[config.mk]
export PLATFORM = sky130hd
export DESIGN_NAME = kbd_scan_sequencer_flat
export DESIGN_NICKNAME = d
export VERILOG_FILES = /design/src/rtl/kbd_scan_sequencer_if.sv /design/src/rtl/kbd_scan_sequencer.sv /design/src/flat_wrapper.sv
export SDC_FILE = /design/constraint.sdc
export NUM_CORES = 1
export LEC_CHECK = 0
export ABC_CLOCK_PERIOD_IN_PS = 2700
export CORE_MARGIN = 4
export CORE_UTILIZATION = 56
export CTS_BUF_LIST = sky130_fd_sc_hd__clkbuf_16
export DETAILED_ROUTE_END_ITERATION = 12
export PLACE_DENSITY = 0.78
export SLEW_MARGIN = 20
export SYNTH_ARGS = -nofsm -noshare
export SYNTH_HDL_FRONTEND = slang
export SYNTH_SLANG_ARGS = --single-unit
[constraint.sdc]
create_clock -name clk -period 2.7 [get_ports clk]
set_input_delay 0.405 -clock clk [delete_from_list [all_inputs] [get_ports clk]]
set_output_delay 0.405 -clock clk [all_outputs]
set_load 0.005 [all_outputs]
[src/rtl/kbd_scan_sequencer_if.sv]
// Bus bundle for kbd_scan_sequencer: PS/2 scancode input, converter
// strobe/result pair, and the CPU keycode ready/ack handshake.
// The sequencer connects through the slave modport and its environment
// through the master modport.
interface kbd_scan_sequencer_if;
    logic       scan_valid;
    logic [7:0] scan_code;
    logic       scan_ready;

    logic       conv_strobe;
    logic [7:0] conv_code;
    logic       conv_done;
    logic [7:0] conv_keycode;

    logic       kbd_ready;
    logic [7:0] kbd_keycode;
    logic       kbd_ack;

    logic       overflow;
    logic       ovf_clr;

    modport slave (
        input  scan_valid, scan_code, conv_done, conv_keycode, kbd_ack, ovf_clr,
        output scan_ready, conv_strobe, conv_code, kbd_ready, kbd_keycode, overflow
    );

    modport master (
        output scan_valid, scan_code, conv_done, conv_keycode, kbd_ack, ovf_clr,
        input  scan_ready, conv_strobe, conv_code, kbd_ready, kbd_keycode, overflow
    );
endinterface

[src/rtl/kbd_scan_sequencer.sv]
// kbd_scan_sequencer: buffers raw PS/2 scancode bytes, feeds them one at a
// time to scancode_convert with a fixed quiet gap after every strobe, and
// queues the resulting keycodes for the CPU keyboard register.
// Synchronous active-low reset.
// Build option KBD_OUT_FIFO_EN: when defined the keycode queue is a FIFO of
// depth 2**OUT_DEPTH_LOG2; otherwise it is a single holding register.
module kbd_scan_sequencer #(
    parameter int IN_DEPTH_LOG2  = 3,
    parameter int GAP            = 100,
    parameter int OUT_DEPTH_LOG2 = 2
) (
    input  logic                  clk,
    input  logic                  reset,
    kbd_scan_sequencer_if.slave   bus
);

    localparam int                      IN_DEPTH   = 1 << IN_DEPTH_LOG2;
    localparam logic [IN_DEPTH_LOG2:0]  IN_FULL    = (IN_DEPTH_LOG2 + 1)'(IN_DEPTH);
    localparam logic [IN_DEPTH_LOG2-1:0] IN_PTR_ONE = 1;
    localparam logic [IN_DEPTH_LOG2:0]  IN_CNT_ONE = 1;
    localparam logic [OUT_DEPTH_LOG2:0] OUT_CNT_ONE = 1;
    localparam logic [7:0]              GAP_LOAD   = 8'(GAP);

    typedef enum logic [1:0] {
        IDLE  = 2'd0,
        ISSUE = 2'd1,
        WAIT  = 2'd2
    } state_t;

    state_t                   state;
    state_t                   state_next;
    logic [7:0]               gap_cnt;
    logic [7:0]               gap_cnt_next;

    logic [7:0]               in_mem [IN_DEPTH];
    logic [IN_DEPTH_LOG2-1:0] in_wr_ptr;
    logic [IN_DEPTH_LOG2-1:0] in_rd_ptr;
    logic [IN_DEPTH_LOG2:0]   in_count;
    logic                     in_push;
    logic                     in_pop;
    logic                     in_drop;

    logic [7:0]               conv_code_q;

    logic [OUT_DEPTH_LOG2:0]  out_count;
    logic                     out_full;
    logic                     out_empty;
    logic                     out_push;
    logic                     out_pop;
    logic                     out_drop;
    logic [7:0]               out_head;

    logic                     overflow_q;

    // Scancode FIFO flags come from the registered count, so a byte offered
    // while full is dropped even if the sequencer pops on the same edge.
    assign bus.scan_ready = (in_count != IN_FULL);
    assign in_push        = bus.scan_valid && bus.scan_ready;
    assign in_drop        = bus.scan_valid && !bus.scan_ready;

    // Scancode storage; entries are only read after being written.
    always_ff @(posedge clk) begin
        if (in_push) begin
            in_mem[in_wr_ptr] <= bus.scan_code;
        end
    end

    // Scancode FIFO pointers and occupancy.
    always_ff @(posedge clk) begin
        if (!reset) begin
            in_wr_ptr <= '0;
            in_rd_ptr <= '0;
            in_count  <= '0;
        end else begin
            if (in_push) begin
                in_wr_ptr <= in_wr_ptr + IN_PTR_ONE;
            end
            if (in_pop) begin
                in_rd_ptr <= in_rd_ptr + IN_PTR_ONE;
            end
            case ({in_push, in_pop})
                2'b10:   in_count <= in_count + IN_CNT_ONE;
                2'b01:   in_count <= in_count - IN_CNT_ONE;
                default: in_count <= in_count;
            endcase
        end
    end

    // Sequencer state and quiet-gap counter registers.
    always_ff @(posedge clk) begin
        if (!reset) begin
            state   <= IDLE;
            gap_cnt <= '0;
        end else begin
            state   <= state_next;
            gap_cnt <= gap_cnt_next;
        end
    end

    // Next-state logic: one strobe per byte, then GAP quiet cycles before
    // the converter may see the next byte.
    always_comb begin
        state_next   = state;
        gap_cnt_next = gap_cnt;
        in_pop       = 1'b0;
        case (state)
            IDLE: begin
                if (in_count != '0) begin
                    in_pop     = 1'b1;
                    state_next = ISSUE;
                end
            end
            ISSUE: begin
                gap_cnt_next = GAP_LOAD;
                state_next   = WAIT;
            end
            WAIT: begin
                gap_cnt_next = gap_cnt - 8'd1;
                if (gap_cnt == 8'd1) begin
                    state_next = IDLE;
                end
            end
            default: begin
                state_next   = IDLE;
                gap_cnt_next = '0;
            end
        endcase
    end

    // Converter byte register, loaded as the head byte leaves the FIFO.
    always_ff @(posedge clk) begin
        if (!reset) begin
            conv_code_q <= '0;
        end else if (in_pop) begin
            conv_code_q <= in_mem[in_rd_ptr];
        end
    end

    assign bus.conv_strobe = (state == ISSUE);
    assign bus.conv_code   = conv_code_q;

    // Keycode queue control: an ack that frees the full queue on the same
    // edge lets the incoming keycode in.
    assign out_empty = (out_count == '0);
    assign out_pop   = bus.kbd_ack && !out_empty;
    assign out_push  = bus.conv_done && (!out_full || out_pop);
    assign out_drop  = bus.conv_done && out_full && !out_pop;

    // Keycode queue occupancy, shared by both queue builds.
    always_ff @(posedge clk) begin
        if (!reset) begin
            out_count <= '0;
        end else begin
            case ({out_push, out_pop})
                2'b10:   out_count <= out_count + OUT_CNT_ONE;
                2'b01:   out_count <= out_count - OUT_CNT_ONE;
                default: out_count <= out_count;
            endcase
        end
    end

`ifdef KBD_OUT_FIFO_EN
    localparam int                        OUT_DEPTH   = 1 << OUT_DEPTH_LOG2;
    localparam logic [OUT_DEPTH_LOG2:0]   OUT_FULL    = (OUT_DEPTH_LOG2 + 1)'(OUT_DEPTH);
    localparam logic [OUT_DEPTH_LOG2-1:0] OUT_PTR_ONE = 1;

    logic [7:0]                out_mem [OUT_DEPTH];
    logic [OUT_DEPTH_LOG2-1:0] out_wr_ptr;
    logic [OUT_DEPTH_LOG2-1:0] out_rd_ptr;

    assign out_full = (out_count == OUT_FULL);
    assign out_head = out_mem[out_rd_ptr];

    // Keycode FIFO storage and pointers; storage is cleared so the head
    // reads as zero after reset.
    always_ff @(posedge clk) begin
        if (!reset) begin
            out_wr_ptr <= '0;
            out_rd_ptr <= '0;
            for (int i = 0; i < OUT_DEPTH; i++) begin
                out_mem[i] <= '0;
            end
        end else begin
            if (out_push) begin
                out_mem[out_wr_ptr] <= bus.conv_keycode;
                out_wr_ptr          <= out_wr_ptr + OUT_PTR_ONE;
            end
            if (out_pop) begin
                out_rd_ptr <= out_rd_ptr + OUT_PTR_ONE;
            end
        end
    end
`else
    logic [7:0] out_hold;

    assign out_full = (out_count != '0);
    assign out_head = out_hold;

    // Single holding register; a same-edge ack and push replaces the entry.
    always_ff @(posedge clk) begin
        if (!reset) begin
            out_hold <= '0;
        end else if (out_push) begin
            out_hold <= bus.conv_keycode;
        end
    end
`endif

    assign bus.kbd_ready   = !out_empty;
    assign bus.kbd_keycode = out_head;

    // Sticky drop flag; a drop on the same edge as a clear keeps it set.
    always_ff @(posedge clk) begin
        if (!reset) begin
            overflow_q <= 1'b0;
        end else if (in_drop || out_drop) begin
            overflow_q <= 1'b1;
        end else if (bus.ovf_clr) begin
            overflow_q <= 1'b0;
        end
    end

    assign bus.overflow = overflow_q;

endmodule

[src/flat_wrapper.sv]
// flat-port wrapper written by rule: the top's interface ports become plain ports
module kbd_scan_sequencer_flat 
#(
    parameter int IN_DEPTH_LOG2  = 3,
    parameter int GAP            = 100,
    parameter int OUT_DEPTH_LOG2 = 2
)
  (clk, reset, bus_scan_valid, bus_scan_code, bus_conv_done, bus_conv_keycode, bus_kbd_ack, bus_ovf_clr, bus_scan_ready, bus_conv_strobe, bus_conv_code, bus_kbd_ready, bus_kbd_keycode, bus_overflow);
  kbd_scan_sequencer_if bus_i ();
  input  logic clk;
  input  logic reset;
  input wire logic [$bits(bus_i.scan_valid)-1:0] bus_scan_valid;
  input wire logic [$bits(bus_i.scan_code)-1:0] bus_scan_code;
  input wire logic [$bits(bus_i.conv_done)-1:0] bus_conv_done;
  input wire logic [$bits(bus_i.conv_keycode)-1:0] bus_conv_keycode;
  input wire logic [$bits(bus_i.kbd_ack)-1:0] bus_kbd_ack;
  input wire logic [$bits(bus_i.ovf_clr)-1:0] bus_ovf_clr;
  output wire logic [$bits(bus_i.scan_ready)-1:0] bus_scan_ready;
  output wire logic [$bits(bus_i.conv_strobe)-1:0] bus_conv_strobe;
  output wire logic [$bits(bus_i.conv_code)-1:0] bus_conv_code;
  output wire logic [$bits(bus_i.kbd_ready)-1:0] bus_kbd_ready;
  output wire logic [$bits(bus_i.kbd_keycode)-1:0] bus_kbd_keycode;
  output wire logic [$bits(bus_i.overflow)-1:0] bus_overflow;
  assign bus_i.scan_valid = bus_scan_valid;
  assign bus_i.scan_code = bus_scan_code;
  assign bus_i.conv_done = bus_conv_done;
  assign bus_i.conv_keycode = bus_conv_keycode;
  assign bus_i.kbd_ack = bus_kbd_ack;
  assign bus_i.ovf_clr = bus_ovf_clr;
  assign bus_scan_ready = bus_i.scan_ready;
  assign bus_conv_strobe = bus_i.conv_strobe;
  assign bus_conv_code = bus_i.conv_code;
  assign bus_kbd_ready = bus_i.kbd_ready;
  assign bus_kbd_keycode = bus_i.kbd_keycode;
  assign bus_overflow = bus_i.overflow;
  kbd_scan_sequencer #(.IN_DEPTH_LOG2(IN_DEPTH_LOG2), .GAP(GAP), .OUT_DEPTH_LOG2(OUT_DEPTH_LOG2)) u_core (.clk(clk), .reset(reset), .bus(bus_i));
endmodule
==> results of run 1 <==
## cell families after synthesis
| kind of cell | count (synthesis) | share of synthesized area |
|---|---|---|
| DFF | 104 | 0.636 |
| and+or+nand+nor | 87 | 0.0979 |
| AOI/OAI and AO/OA | 53 | 0.0730 |
| buffers and inverters | 29 | 0.0283 |
| muxes | 27 | 0.110 |
| adders and majority gates | 12 | 0.0368 |
| xor gates and xnor gates | 9 | 0.0184 |
## synthesized netlist by cell type, types with 2 or more instances
cell       n  share of area
nand2_1   14          0.012
nand3_1    6         0.0070
o41a_1     2         0.0053
edfxtp_1  64           0.45
o22ai_1    9          0.013
or3_1      2         0.0029
a31oi_1    2         0.0029
a21oi_1   15          0.018
nand4b_1   3         0.0061
clkbuf_1  10         0.0088
buf_2      4         0.0047
nor3_1     8         0.0093
buf_1      2         0.0018
xor2_1     8          0.016
dfxtp_1   40           0.19
ha_1      11          0.032
mux4_2    16          0.084
o21ai_0   18          0.021
nor2b_1    4         0.0058
nor2_1    38          0.033
o21a_1     2         0.0035
inv_1     11         0.0096
mux2i_1   11          0.026
nand2b_1   3         0.0044
nor4_1     4         0.0058
## worst max path at each step
stage                        from                  end  cells after the start
6_report       u_core.in_count[0]   u_core.in_count[2]                      9
5_1_grt        u_core.in_count[0]   u_core.in_count[2]                      9
4_1_cts           u_core.state[1]   u_core.in_count[2]                     10
3_5_place_dp          bus_kbd_ack  u_core.out_count[2]                      8
3_3_place_gp          bus_kbd_ack  u_core.out_count[2]                      8
2_1_floorplan  u_core.in_count[1]   u_core.in_count[2]                     11
## power by group through the flow
stage / clock network [W] / logic, W / registers, W
5_1_grt: 0.00127 / 0.00166 / 0.00206
3_5_place_dp: 0 / 0.00148 / 0.00207
4_1_cts: 0.00120 / 0.00150 / 0.00203
6_report: 0.00117 / 0.00149 / 0.00203
3_3_place_gp: 0 / 0.00143 / 0.00205
2_1_floorplan: 0 / 0.00104 / 0.00201
## registers in the layout (all words and copies together) (netlist names)
| register | flops |
|---|---|
| u_core.bus.conv_code | 8 |
| u_core.in_wr_ptr | 3 |
| u_core.gap_cnt | 8 |
| u_core.in_rd_ptr | 3 |
| u_core.bus.kbd_keycode | 8 |
| u_core.bus.overflow | 1 |
| u_core.state | 2 |
| u_core.out_count | 3 |
| u_core.in_mem | 64 |
| u_core.in_count | 4 |
## cells in the final DEF (no fill, tap or decap), drive strengths merged, types with 3 or more instances in the layout
cell,instances
nor2,38
ha,11
nor4,4
nand2,14
a21oi,15
dfxtp,40
xor2,8
inv,15
o21ai,19
nor2b,4
buf,14
clkdlybuf4s50,41
edfxtp,64
nand4b,3
nand3,6
clkbuf,9
mux2i,11
mux4,16
nand2b,3
o22ai,9
clkinv,3
nor3,8
## per-stage QoR
stage	instances	utilization	area, um2	power (W)	setup WS (ns)
2_1_floorplan	321	-	4280	0.00305	0.178
3_3_place_gp	458	0.661	4850	0.00349	0.320
3_5_place_dp	458	0.661	4850	0.00355	0.209
4_1_cts	474	0.698	5120	0.00473	0.194
5_1_grt	474	0.699	5120	0.00499	0.0564
6_report	474	0.699	5120	0.00470	0.282
## worst reg2reg max path: stages (launching register included)
cell and delay (ns):
dfxtp_1 0.37, or4b_4 0.60, nand2_1 0.14, ha_1 0.27
xor2_1 0.17, ha_1 0.16, a21oi_1 0.05, xor2_1 0.15
or3_1 0.30, a21oi_1 0.14
## layout make-up
class / instances / area, um2
fill: 483 / 2210
inverter: 12 / 45.0
clock inverter: 7 / 46.3
sequential: 104 / 2720
timing repair buffer: 55 / 515
clock buffer: 9 / 225
multi-input combinational: 188 / 1450
tap: 99 / 124
## metal layers
metal	GRT usage	part of all wire	vias to the layer above
met5	0	0	-
met4	0.0462	0.0092	0
met3	0.0505	0.068	8
met2	0.330	0.50	80
met1	0.260	0.42	1312
li1	-	-	1293
==> results.toml, run 1 <==
[cts]
postCtsSetupBuffers = 0
cts_max_level = 3
worstSkewPairLatency_ns = 0.34
cts_tree = "yes"
cts.sinks = 104
cts_hold_buf = 0
cts_buffers = 9
path_clk_slew_ns = 0.07
cts_resized = 0
cts.path.max_buffers = 2
cts-root-buf = "clkbuf_16"

[pwr]
power.density_mw_per_mm2 = 917
p_clk_frac = 0.250
ir_worst_vdd_mv = 0.501
comb_power_share = 0.318
leakage_nw = 1.79
p_seq_frac = 0.433
internal-power_w = 0.00325
p_switching_w = 0.00145
switching_share = 0.309

[logic_synthesis]
syn-num-nets = 355
async_flop_share = 0
synth_edf_count = 64
post_synth_num_cell_types = 39
syn_avg_cell_area_um2 = 13.3
ys_seq_elements = 104
synth_seq_area_share = 0.636
syn_area_mm2 = 0.00428
netlist_instances = 321
ys.flop_type = "edfxtp_1"
yosys_warnings = 0

[setup_path]
cp.required_ns = 2.96
critPathCaptureType = "register"
r2r_slack_ns = 0.28
worst_setup_path_start_kind = "register"
crit_path_max_incr_delay_ns = 0.60
critPathBufInv = 0
r2r_end = "u_core.in_count[2]"
cpMaxStageDelayCell = "or4b_4"
path_cells = "or4b_4, nand2_1, ha_1, xor2_1, ha_1, a21oi_1, xor2_1, or3_1, a21oi_1"
arrival_ns = 2.68
reg2reg_depth = 9
timing.rr.start = "u_core.in_count[0]"
crit_family = "simple AND/OR/NAND/NOR gates"
critical_path_class = "register to register"
crit_fanout = 7

[sta]
worst_pin_slew_ns = 0.773
rsz0062_at_grt = "no"
setup_violations = 0
fmax_mhz = 414
slew_violations = 0
maxSlewHeadroom = 0.484
whs_ns = 0.495
fin_skew_ns = 0.00741
final_hold_viol_count = 0
fin_crit_sh = 0.895
finalSetupTns_ns = 0
min_period_ns = 2.42

[floorplanning]
rows = 31
die_h_um = 95.5
dieArea_mm2 = 0.00911
core_area_mm2 = 0.00733
io_pins = 42
start_util = 0.584
chipWidth_um = 95.5

[global_routing]
grt_remaining_overflow = 0
grt_pass1_wl_um = 13300
track_usage = 0.197
antenna_found_initial = 0
first_global_vias = 2623
grt_max_degree = 29

[min_path]
hold_path_depth = 2
hold_path_end = "u_core.state[1]"
min_from = "u_core.state[1]"
worstHoldPathType = "register to register"

[layout]
final_nets = 404
n_antenna_cell = 0
area_growth_syn_to_layout_pct = 19.6
drive_above_1_share = 0.128

[outcome]
status = "completed"

[route]
avgViaCountPerCell = 5.68
drt_iter0_markers = 152
wirelength_um = 8190
vias = 2693
drc_errors = 0
wl_per_cell_um = 17.3
firstDrtPassIters = 4
antenna_left = 0

[place]
gp_congestion = 0.795
dp_hpwl_um = 5310
io_buffers = 41

[job]
drv_cap = 0
Note: power is estimated with default switching activity, not from simulation.
==> run 2, diff against run 1 <==
- CTS_BUF_LIST: sky130_fd_sc_hd__clkbuf_16 -> not set
==> run 2 against run 1 <==
Against the previous run:
- flip-flop and latch count is the same
- non-clock buffer count is the same
- design area decreased by 2.0%
- global-route usage is 0.47 points lower
- combinational power barely moved
- final cell count unchanged
- power decreased by 7.0%
==> results.toml, run 2 (synthesized netlist as in run 1, its figures left out) <==
[sta]
final_hold_viol_count = 0
rsz0062_at_grt = "no"
worst_pin_slew_ns = 0.829
setup_violations = 0
slew_violations = 0
fmax_mhz = 413
min_period_ns = 2.42
fin_crit_sh = 0.897
finalSetupTns_ns = 0
maxSlewHeadroom = 0.446
fin_skew_ns = 0.00880

[min_path]
worstHoldPathType = "register to register"
hold_path_end = "u_core.state[1]"
min_from = "u_core.state[1]"
hold_path_depth = 2

[route]
firstDrtPassIters = 4
drt_iter0_markers = 168
drc_errors = 0
wirelength_um = 7980
wl_per_cell_um = 16.8
vias = 2680
antenna_left = 0
avgViaCountPerCell = 5.65

[global_routing]
grt_max_degree = 29
grt_remaining_overflow = 0
track_usage = 0.192
antenna_found_initial = 0
grt_pass1_wl_um = 13000
first_global_vias = 2627

[place]
io_buffers = 41
gp_congestion = 0.795
dp.cells = 458
postPlaceCellArea_mm2 = 0.00485
dp_hpwl_um = 5310

[layout]
postLayoutCoreUtil = 0.685
final_common_cell = "edfxtp_1"
n_antenna_cell = 0
finish.instance_area_mm2 = 0.00502
final_cell_mix = "edfxtp_1 (64), clkdlybuf4s50_1 (41), dfxtp_1 (40), nor2_1 (38), o21ai_0 (18)"
final_nets = 404
largest_register_ff_count = 64
regMostFlops = "u_core.in_mem"
drive_above_1_share = 0.128
instances_no_fill = 474
area_growth_syn_to_layout_pct = 17.3

[cts]
cts_hold_buf = 0
cts_tree = "yes"
cts.sinks = 104
postCtsSetupBuffers = 0
cts.path.max_buffers = 2
cts_max_level = 3
worstSkewPairLatency_ns = 0.36
path_clk_slew_ns = 0.09
cts_buffers = 9
cts-root-buf = "clkbuf_8"
cts_resized = 0

[floorplanning]
io_pins = 42
dieArea_mm2 = 0.00911
die_h_um = 95.5
rows = 31
chipWidth_um = 95.5
core_area_mm2 = 0.00733
start_util = 0.584

[setup_path]
crit_fanout = 7
timing.rr.start = "u_core.in_count[0]"
r2r_end = "u_core.in_count[2]"
critPathBufInv = 0
r2r_slack_ns = 0.28
critPathCaptureType = "register"
reg2reg_depth = 9
crit_family = "simple AND/OR/NAND/NOR gates"
arrival_ns = 2.71
critical_path_class = "register to register"
path_cells = "or4b_4, nand2_1, ha_1, xor2_1, ha_1, a21oi_1, xor2_1, or3_1, a21oi_1"
cpMaxStageDelayCell = "or4b_4"
worst_setup_path_start_kind = "register"
crit_path_max_incr_delay_ns = 0.60
cp.required_ns = 2.99

[outcome]
status = "completed"

[pwr]
leakage_nw = 1.74
power.density_mw_per_mm2 = 870
ir_worst_vdd_mv = 0.438

[job]
drv_cap = 0
[run 2: changes by cell type in the layout (fill, tap and decap cells not counted)]
cell       delta
clkbuf_8      +9
clkbuf_1      +1
inv_1         -1
clkbuf_16     -9
[run 2: how the worst max path moves through the flow]
| stage | slack (ns) | endpoint | from | cells after the start |
|---|---|---|---|---|
| after global routing | 0.05 | u_core.in_count[2] | u_core.in_count[0] | 9 |
| after global placement | 0.32 | u_core.out_count[2] | bus_kbd_ack | 8 |
| after floorplan | 0.18 | u_core.in_count[2] | u_core.in_count[1] | 11 |
| after detailed placement | 0.21 | u_core.out_count[2] | bus_kbd_ack | 8 |
| after CTS | 0.19 | u_core.in_count[2] | u_core.state[1] | 10 |
| final | 0.28 | u_core.in_count[2] | u_core.in_count[0] | 9 |
[run 2: worst register-to-register path: cells and delay by family (launching register included)]
kind	cells	cell delay, ns
and+or+nand+nor	3	1.04
xor gates and xnor gates	2	0.32
AOI/OAI and AO/OA	2	0.19
DFF	1	0.38
adders and majority gates	2	0.43
[run 2: through the flow]
stage / total power, W / setup WS (ns) / hold slack, ns
3_3_place_gp: 0.00349 / 0.320 / 0.466
5_1_grt: 0.00466 / 0.0542 / 0.547
2_1_floorplan: 0.00305 / 0.178 / 0.451
3_5_place_dp: 0.00355 / 0.209 / 0.487
6_report: 0.00437 / 0.279 / 0.498
4_1_cts: 0.00439 / 0.194 / 0.503
[run 2: layout make-up]
class / count / area, um2
clock buffer: 10 / 128
clock inverter: 6 / 42.5
fill: 500 / 2310
inverter: 12 / 45.0
multi-input combinational: 188 / 1450
sequential: 104 / 2720
tap: 99 / 124
timing repair buffer: 55 / 515
[run 2: routing by layer]
metal,global-route usage,part of all wire,vias up
met3,0.0545,0.057,11
met1,0.252,0.43,1307
li1,-,-,1295
met5,0,0,-
met4,0.0509,0.0078,0
met2,0.317,0.50,67
[run 2: where the power goes]
part | total (W) | switching, W | internal [W]
Sequential | 0.00203 | 0.000151 | 0.00188
Clock | 0.000854 | 0.000514 | 0.000339
Combinational | 0.00148 | 0.000744 | 0.000738
==> run 3, diff against run 2 <==
- ABC_CLOCK_PERIOD_IN_PS: 2700 -> not set
==> results of run 3 <==
Same layout as run 2: the final DEF is identical, and so are final timing and power.
